$ cat src/rtl/ctrl_pkg.sv
// Shared types and opcode constants for the Thumb memory-stage control.
package ctrl_pkg;

    typedef enum logic [1:0] {
        BYTE = 2'b00,
        HALF = 2'b01,
        WORD = 2'b10
    } mem_size_t;

    typedef enum logic [1:0] {
        IDLE,
        ACCESS,
        LIST
    } mem_state_t;

    localparam logic [15:0] NOP_THUMB   = 16'hBF00;

    localparam logic [15:0] MASK_OP4    = 16'hF000;
    localparam logic [15:0] MASK_OP5    = 16'hF800;
    localparam logic [15:0] MASK_OP7    = 16'hFE00;

    localparam logic [15:0] OP_LDST_REG = 16'h5000;
    localparam logic [15:0] OP_LDST_W   = 16'h6000;
    localparam logic [15:0] OP_LDST_B   = 16'h7000;
    localparam logic [15:0] OP_LDST_H   = 16'h8000;
    localparam logic [15:0] OP_LDST_SP  = 16'h9000;
    localparam logic [15:0] OP_LDR_PC   = 16'h4800;
    localparam logic [15:0] OP_PUSH     = 16'hB400;
    localparam logic [15:0] OP_POP      = 16'hBC00;
    localparam logic [15:0] OP_LDM_STM  = 16'hC000;

    function automatic logic [3:0] popcount10(input logic [9:0] v);
        logic [3:0] n;
        n = 4'd0;
        for (int i = 0; i < 10; i++) begin
            n = n + {3'b000, v[i]};
        end
        return n;
    endfunction

endpackage

$ cat src/rtl/mem_decode.sv
// Combinational decode of a Thumb instruction into its data-memory access attributes.
module mem_decode
    import ctrl_pkg::*;
(
    input  logic [15:0] i_ir,
    output logic        o_is_mem,
    output logic        o_is_list,
    output logic        o_we,
    output mem_size_t   o_size,
    output logic        o_sext,
    output logic [2:0]  o_rt,
    output logic [9:0]  o_rlist
);

    // rlist[7:0] = r0..r7, rlist[8] = LR (PUSH), rlist[9] = PC (POP)
    always_comb begin
        o_is_mem  = 1'b0;
        o_is_list = 1'b0;
        o_we      = 1'b0;
        o_size    = WORD;
        o_sext    = 1'b0;
        o_rt      = i_ir[2:0];
        o_rlist   = 10'd0;

        if ((i_ir & MASK_OP4) == OP_LDST_REG) begin
            o_is_mem = 1'b1;
            unique case (i_ir[11:9])
                3'b000: begin o_we = 1'b1; o_size = WORD; end
                3'b001: begin o_we = 1'b1; o_size = HALF; end
                3'b010: begin o_we = 1'b1; o_size = BYTE; end
                3'b011: begin o_size = BYTE; o_sext = 1'b1; end
                3'b100: begin o_size = WORD; end
                3'b101: begin o_size = HALF; end
                3'b110: begin o_size = BYTE; end
                3'b111: begin o_size = HALF; o_sext = 1'b1; end
            endcase
        end else if ((i_ir & MASK_OP4) == OP_LDST_W) begin
            o_is_mem = 1'b1;
            o_we     = ~i_ir[11];
            o_size   = WORD;
        end else if ((i_ir & MASK_OP4) == OP_LDST_B) begin
            o_is_mem = 1'b1;
            o_we     = ~i_ir[11];
            o_size   = BYTE;
        end else if ((i_ir & MASK_OP4) == OP_LDST_H) begin
            o_is_mem = 1'b1;
            o_we     = ~i_ir[11];
            o_size   = HALF;
        end else if ((i_ir & MASK_OP4) == OP_LDST_SP) begin
            o_is_mem = 1'b1;
            o_we     = ~i_ir[11];
            o_size   = WORD;
            o_rt     = i_ir[10:8];
        end else if ((i_ir & MASK_OP5) == OP_LDR_PC) begin
            o_is_mem = 1'b1;
            o_size   = WORD;
            o_rt     = i_ir[10:8];
        end else if ((i_ir & MASK_OP7) == OP_PUSH) begin
            o_is_mem  = 1'b1;
            o_is_list = 1'b1;
            o_we      = 1'b1;
            o_rlist   = {1'b0, i_ir[8], i_ir[7:0]};
        end else if ((i_ir & MASK_OP7) == OP_POP) begin
            o_is_mem  = 1'b1;
            o_is_list = 1'b1;
            o_rlist   = {i_ir[8], 1'b0, i_ir[7:0]};
        end else if ((i_ir & MASK_OP4) == OP_LDM_STM) begin
            o_is_mem  = 1'b1;
            o_is_list = 1'b1;
            o_we      = ~i_ir[11];
            o_rlist   = {2'b00, i_ir[7:0]};
        end
    end

endmodule

$ cat src/rtl/ctrl_mem.sv
// MEM-stage control: data-memory handshake, LDM/STM/PUSH/POP sequencing, stall and WB IR.
module ctrl_mem
    import ctrl_pkg::*;
#(
    parameter int unsigned TIMEOUT_CYCLES = 0
) (
    input  logic        clk,
    input  logic        rst,
    input  logic [15:0] i_ir_mem,
    input  logic        i_stall,
    input  logic        i_dmem_ack,
    output logic        o_dmem_req,
    output logic        o_dmem_we,
    output logic [1:0]  o_dmem_size,
    output logic        o_dmem_sext,
    output logic [3:0]  o_xfer_reg,
    output logic [3:0]  o_xfer_ofs,
    output logic [3:0]  o_xfer_cnt,
    output logic        o_stall,
    output logic        o_bus_fault,
    output logic [15:0] o_ir_wb
);

    localparam int unsigned TIMER_W = (TIMEOUT_CYCLES < 2) ? 1 : $clog2(TIMEOUT_CYCLES);
    localparam logic [TIMER_W-1:0] TIMER_LAST = TIMER_W'(TIMEOUT_CYCLES - 1);

    mem_state_t         r_state;
    logic [3:0]         r_count;
    logic [9:0]         r_rem;
    logic               r_inflight;
    logic [TIMER_W-1:0] r_timer;
    logic [15:0]        r_ir_wb;

    logic       w_is_mem;
    logic       w_is_list;
    logic       w_we;
    mem_size_t  w_size;
    logic       w_sext;
    logic [2:0] w_rt;
    logic [9:0] w_rlist;

    logic [3:0] w_cnt;
    logic       w_mem_op;
    logic [9:0] w_mask;
    logic [3:0] w_bit;
    logic [3:0] w_xfer_reg;
    logic       w_req_raw;
    logic       w_req;
    logic       w_ack;
    logic       w_final;
    logic       w_done;
    logic       w_timeout;

    mem_decode u_decode (
        .i_ir      (i_ir_mem),
        .o_is_mem  (w_is_mem),
        .o_is_list (w_is_list),
        .o_we      (w_we),
        .o_size    (w_size),
        .o_sext    (w_sext),
        .o_rt      (w_rt),
        .o_rlist   (w_rlist)
    );

    assign w_cnt    = w_is_list ? popcount10(w_rlist) : {3'b000, w_is_mem};
    // An empty register list behaves exactly like a non-memory op.
    assign w_mem_op = w_is_mem & (w_cnt != 4'd0);
    assign w_mask   = (r_state == IDLE) ? w_rlist : r_rem;

    always_comb begin
        w_bit = 4'd0;
        for (int i = 9; i >= 0; i--) begin
            if (w_mask[i]) begin
                w_bit = 4'(i);
            end
        end
    end

    always_comb begin
        w_xfer_reg = {1'b0, w_rt};
        if (w_is_list) begin
            if (w_bit == 4'd8) begin
                w_xfer_reg = 4'd14;
            end else if (w_bit == 4'd9) begin
                w_xfer_reg = 4'd15;
            end else begin
                w_xfer_reg = w_bit;
            end
        end
    end

    // A transfer already on the bus stays requested; a new one waits for i_stall to drop.
    assign w_req_raw = ~rst & ((r_state == IDLE) ? (w_mem_op & ~i_stall)
                                                 : (r_inflight | ~i_stall));
    assign w_timeout = (TIMEOUT_CYCLES != 0) & (r_state != IDLE) & w_req_raw & ~i_dmem_ack
                     & (r_timer == TIMER_LAST);
    assign w_req     = w_req_raw & ~w_timeout;
    assign w_ack     = w_req & i_dmem_ack;
    assign w_final   = ~w_is_list | (r_count == (w_cnt - 4'd1));
    assign w_done    = w_ack & w_final;

    assign o_dmem_req  = w_req;
    assign o_dmem_we   = w_req & w_we;
    assign o_dmem_size = w_req ? w_size : BYTE;
    assign o_dmem_sext = w_req & w_sext;
    assign o_xfer_reg  = w_xfer_reg;
    assign o_xfer_ofs  = r_count;
    assign o_xfer_cnt  = w_cnt;
    assign o_stall     = w_req & ~w_done;
    assign o_bus_fault = w_timeout;
    assign o_ir_wb     = r_ir_wb;

    always_ff @(posedge clk) begin
        if (rst) begin
            r_state    <= IDLE;
            r_count    <= 4'd0;
            r_rem      <= 10'd0;
            r_inflight <= 1'b0;
            r_timer    <= '0;
            r_ir_wb    <= 16'h0000;
        end else begin
            // An aborted access discards its instruction, so WB sees a bubble.
            if (w_timeout || o_stall) begin
                r_ir_wb <= NOP_THUMB;
            end else if (!i_stall) begin
                r_ir_wb <= i_ir_mem;
            end

            if (TIMEOUT_CYCLES == 0 || w_ack || w_timeout) begin
                r_timer <= '0;
            end else if (w_req) begin
                r_timer <= r_timer + 1'b1;
            end

            if (w_timeout || w_done) begin
                r_state    <= IDLE;
                r_count    <= 4'd0;
                r_rem      <= 10'd0;
                r_inflight <= 1'b0;
            end else if (w_ack) begin
                r_state    <= LIST;
                r_count    <= r_count + 4'd1;
                r_rem      <= w_mask & (w_mask - 10'd1);
                r_inflight <= 1'b0;
            end else if (w_req) begin
                if (r_state == IDLE) begin
                    r_state <= w_is_list ? LIST : ACCESS;
                end
                r_rem      <= w_mask;
                r_inflight <= 1'b1;
            end
        end
    end

endmodule

$ cat config.mk
export PLATFORM = sky130hd
export DESIGN_NAME = ctrl_mem
export DESIGN_NICKNAME = d
export VERILOG_FILES = /design/src/rtl/ctrl_pkg.sv /design/src/rtl/mem_decode.sv /design/src/rtl/ctrl_mem.sv
export SDC_FILE = /design/constraint.sdc
export NUM_CORES = 1
export LEC_CHECK = 0
export ABC_CLOCK_PERIOD_IN_PS = 24700
export CORE_ASPECT_RATIO = 1.1
export CORE_MARGIN = 3
export CORE_UTILIZATION = 55
export DETAILED_ROUTE_END_ITERATION = 6
export PLACE_DENSITY = 0.86
export SYNTH_ARGS = -nofsm -noshare
export SYNTH_HDL_FRONTEND = slang
export SYNTH_SLANG_ARGS = --single-unit
$ cat constraint.sdc
create_clock -name clk -period 24.7 [get_ports clk]
set_input_delay 4.94 -clock clk [delete_from_list [all_inputs] [get_ports clk]]
set_output_delay 4.94 -clock clk [all_outputs]
set_load 0.03 [all_outputs]
==> flow_summary.toml <==
[routing]
dr_wl_met2_mm = 3.16
wl_met1_mm = 3.17
drtAntennaViolNets = 0
viasPerCell = 6.35
routed_wl_mm = 6.97
firstDrtPassIters = 5
vias = 2567
routed.top_layer = "met4"
wl_per_cell_um = 17.3
drtIter0Drc = 294
drc = 0
wl_met3_um = 520

[sta]
worst_slack_ns = 8.46
min_period_ns = 16.24
skew_ns = 0.00983
rsz0062_at_grt = "false"
setup-tns-final_ns = 0
whs_ns = 0.473
hold_viol = 0
setup_violations = 0
drv_slew = 0
slew_headroom = 0.364
final.period_utilization = 0.658
tightestPinTransition_ns = 0.951
timing.fmax_ghz = 0.0616

[hold_path]
whs_path_depth = 2
hold_path.class = "flip-flop to flip-flop"

[synth]
synthMostInstantiatedCell = "dfxtp_1"
synth_edf_count = 0
synth-seq-cells = 33
synth-seq-area-share = 0.269
syn_inst = 310
synthTopCellsByCount = "33 x dfxtp_1, 29 x nand2_1, 28 x a21oi_1"
ys_top_cells_by_area = "dfxtp_1 27%, a21oi_1 5.7%, o21ai_0 5.1%"
synth_top_area_share = 0.269
synth_cell_type_count = 59
async_reset_ff_frac = 0
syn_nets = 340
synth_top_area_cell = "dfxtp_1"
synth_area_sq_um = 2460
avgSynthCellArea_sq_um = 7.92
ys.flop_type = "dfxtp_1"
yosysWarnings = 0

[clock_network]
ctsRootBufferMaster = "clkbuf_8"
cts_tree = "done"
cts-resized-gates = 0
h-tree-depth = 2
cts_hold_buf = 0
cts_buffers = 5
clk_pin_slew_ns = 0.08
clkLatencyLatePin_ns = 0.29
cts.sinks = 33
cts_setup_buffers = 0
clock_path_buffers = 2

[flow_run]
drv_cap = 0

[finish]
n_antenna_cell = 0
fin_cells = 404
final_nets = 381
drive_above_1_share = 0.0909
syn2layout_area_growth_pct = 24.5

[worst_setup_path]
slowest_stage = "clkdlybuf4s50_1"
cp-start-kind = "primary input"
required_ns = 19.76
endpoint_kind = "output pin"
path_depth = 21
cp_top_family = "buffers and inverters"
r2r_cells = 6
max_stage_delay_ns = 0.79
crit_type = "primary input to output pin"
cp_data_arrival_time_ns = 11.30
crit_path_max_fanout = 22
path_cells = "clkdlybuf4s50_1 > nand4b_1 > o32ai_2 > buf_4 > nand2_1 > fa_1 > fa_1 > inv_1 > fa_1 > ha_1 > nor2b_1 > o21ai_0 > nand3_1 > inv_1 > ha_1 > o22ai_1 > o21ai_2 > inv_2 > o21ai_4 > inv_1 > clkdlybuf4s50_1"
worst-path-buf-inv = 7

[power_and_ir_drop]
power_density_nw_per_um2 = 43.7
leakagePower_nw = 1.12
ir_drop_mv = 0.0578

[place]
dp_hpwl_mm = 5.14
dp_cells = 396
place_congestion = 0.955
pre_cts_ws_ns = 8.49
io_buffers = 53

[grt]
grt_pass1_wl_mm = 11.5
grt-ovfl-total = 0
grt_max_degree = 24
grt_pass1_vias = 2367
antenna_found_initial = 0
grt.total_usage = 0.264

[die]
num_io_pins = 55
initial_utilization = 0.593
die_h_um = 76.1
die_w_um = 69.7
dieArea_sq_um = 5300
rows = 24
core_area_sq_um = 4140

[outcome]
status = "finished, final reports clean"
-- logic make-up (layout without fill, tap and decap cells) --
kind of cell,count (synthesis),in the layout,synth area share
flops,33,33,0.269
compound gates,90,90,0.248
simple gates,118,118,0.250
other cells,1,1,0.00153
fa+ha+maj,10,10,0.0693
mux,18,18,0.0774
buf+inv,35,77,0.0616
xor+xnor,5,5,0.0234
-- registers in the layout, summed over array words and instances, names as in the netlist --
signal and cells:
o_xfer_ofs 4, r_rem 10, r_state 2, o_ir_wb 16
r_inflight 1
-- worst reg2reg max path: stages (launching register included) --
cell,delay [ns]
dfxtp_1,0.39
nor2_1,0.46
o22ai_1,0.22
o21ai_2,0.63
inv_2,0.30
o21ai_4,0.24
o21ai_0,0.16
-- layer usage --
metal	up-vias	GRT usage
met4	0	0.0920
met3	15	0.0383
met2	140	0.410
met1	1196	0.374
met5	-	0
li1	1216	-
-- power by group --
part | internal, mW | switching, mW | total [mW]
sequential | 0.0553 | 0.00122 | 0.0565
combinational | 0.0150 | 0.0216 | 0.0367
clock | 0.0194 | 0.0211 | 0.0405
-- area by class of cell --
cell class                 instances  area, sq um
timing repair buffer              54          538
clock inverter                     3         17.5
clock buffer                       5         68.8
fill                             331         1090
tap                               52         65.1
sequential                        33          661
inverter                          15         56.3
multi-input combinational        242         1650
-- placed cells by master, fill, tap and decap left out, drive strengths merged, types with 2 or more instances in the layout --
| cell type | n |
|---|---|
| a211oi | 2 |
| a21oi | 28 |
| a22oi | 3 |
| a31o | 2 |
| a31oi | 3 |
| a41oi | 2 |
| and2 | 4 |
| and3 | 10 |
| clkbuf | 5 |
| clkdlybuf4s50 | 53 |
| clkinv | 2 |
| dfxtp | 33 |
| fa | 6 |
| ha | 4 |
| inv | 15 |
| mux2 | 8 |
| mux2i | 10 |
| nand2 | 29 |
| nand2b | 3 |
| nand3 | 7 |
| nand4 | 9 |
| nand4b | 2 |
| nor2 | 22 |
| nor2b | 9 |
| nor3 | 7 |
| nor4 | 5 |
| o211ai | 7 |
| o21ai | 28 |
| o32ai | 3 |
| or2 | 2 |
| or3 | 4 |
| xnor2 | 4 |
-- through the flow --
stage | util | cell area (sq um) | power (mW)
floorplan | - | 2460 | 0.0807
CTS | 0.738 | 3060 | 0.133
finish | 0.738 | 3060 | 0.134
global placement | 0.717 | 2970 | 0.0937
global route | 0.738 | 3060 | 0.139
detailed placement | 0.717 | 2970 | 0.0939
-- path summary, 6_finish.rpt --
| path | slack (ns) | start | endpoint |
|---|---|---|---|
| min | 0.47 | r_rem[2] | r_rem[2] |
| max | 8.46 | i_ir_mem[13] | o_stall |
| min reg2reg | 0.47 | r_rem[2] | r_rem[2] |
| max reg2reg | 22.17 | r_state[0] | o_ir_wb[12] |
Note: power is estimated with default switching activity, not from simulation.
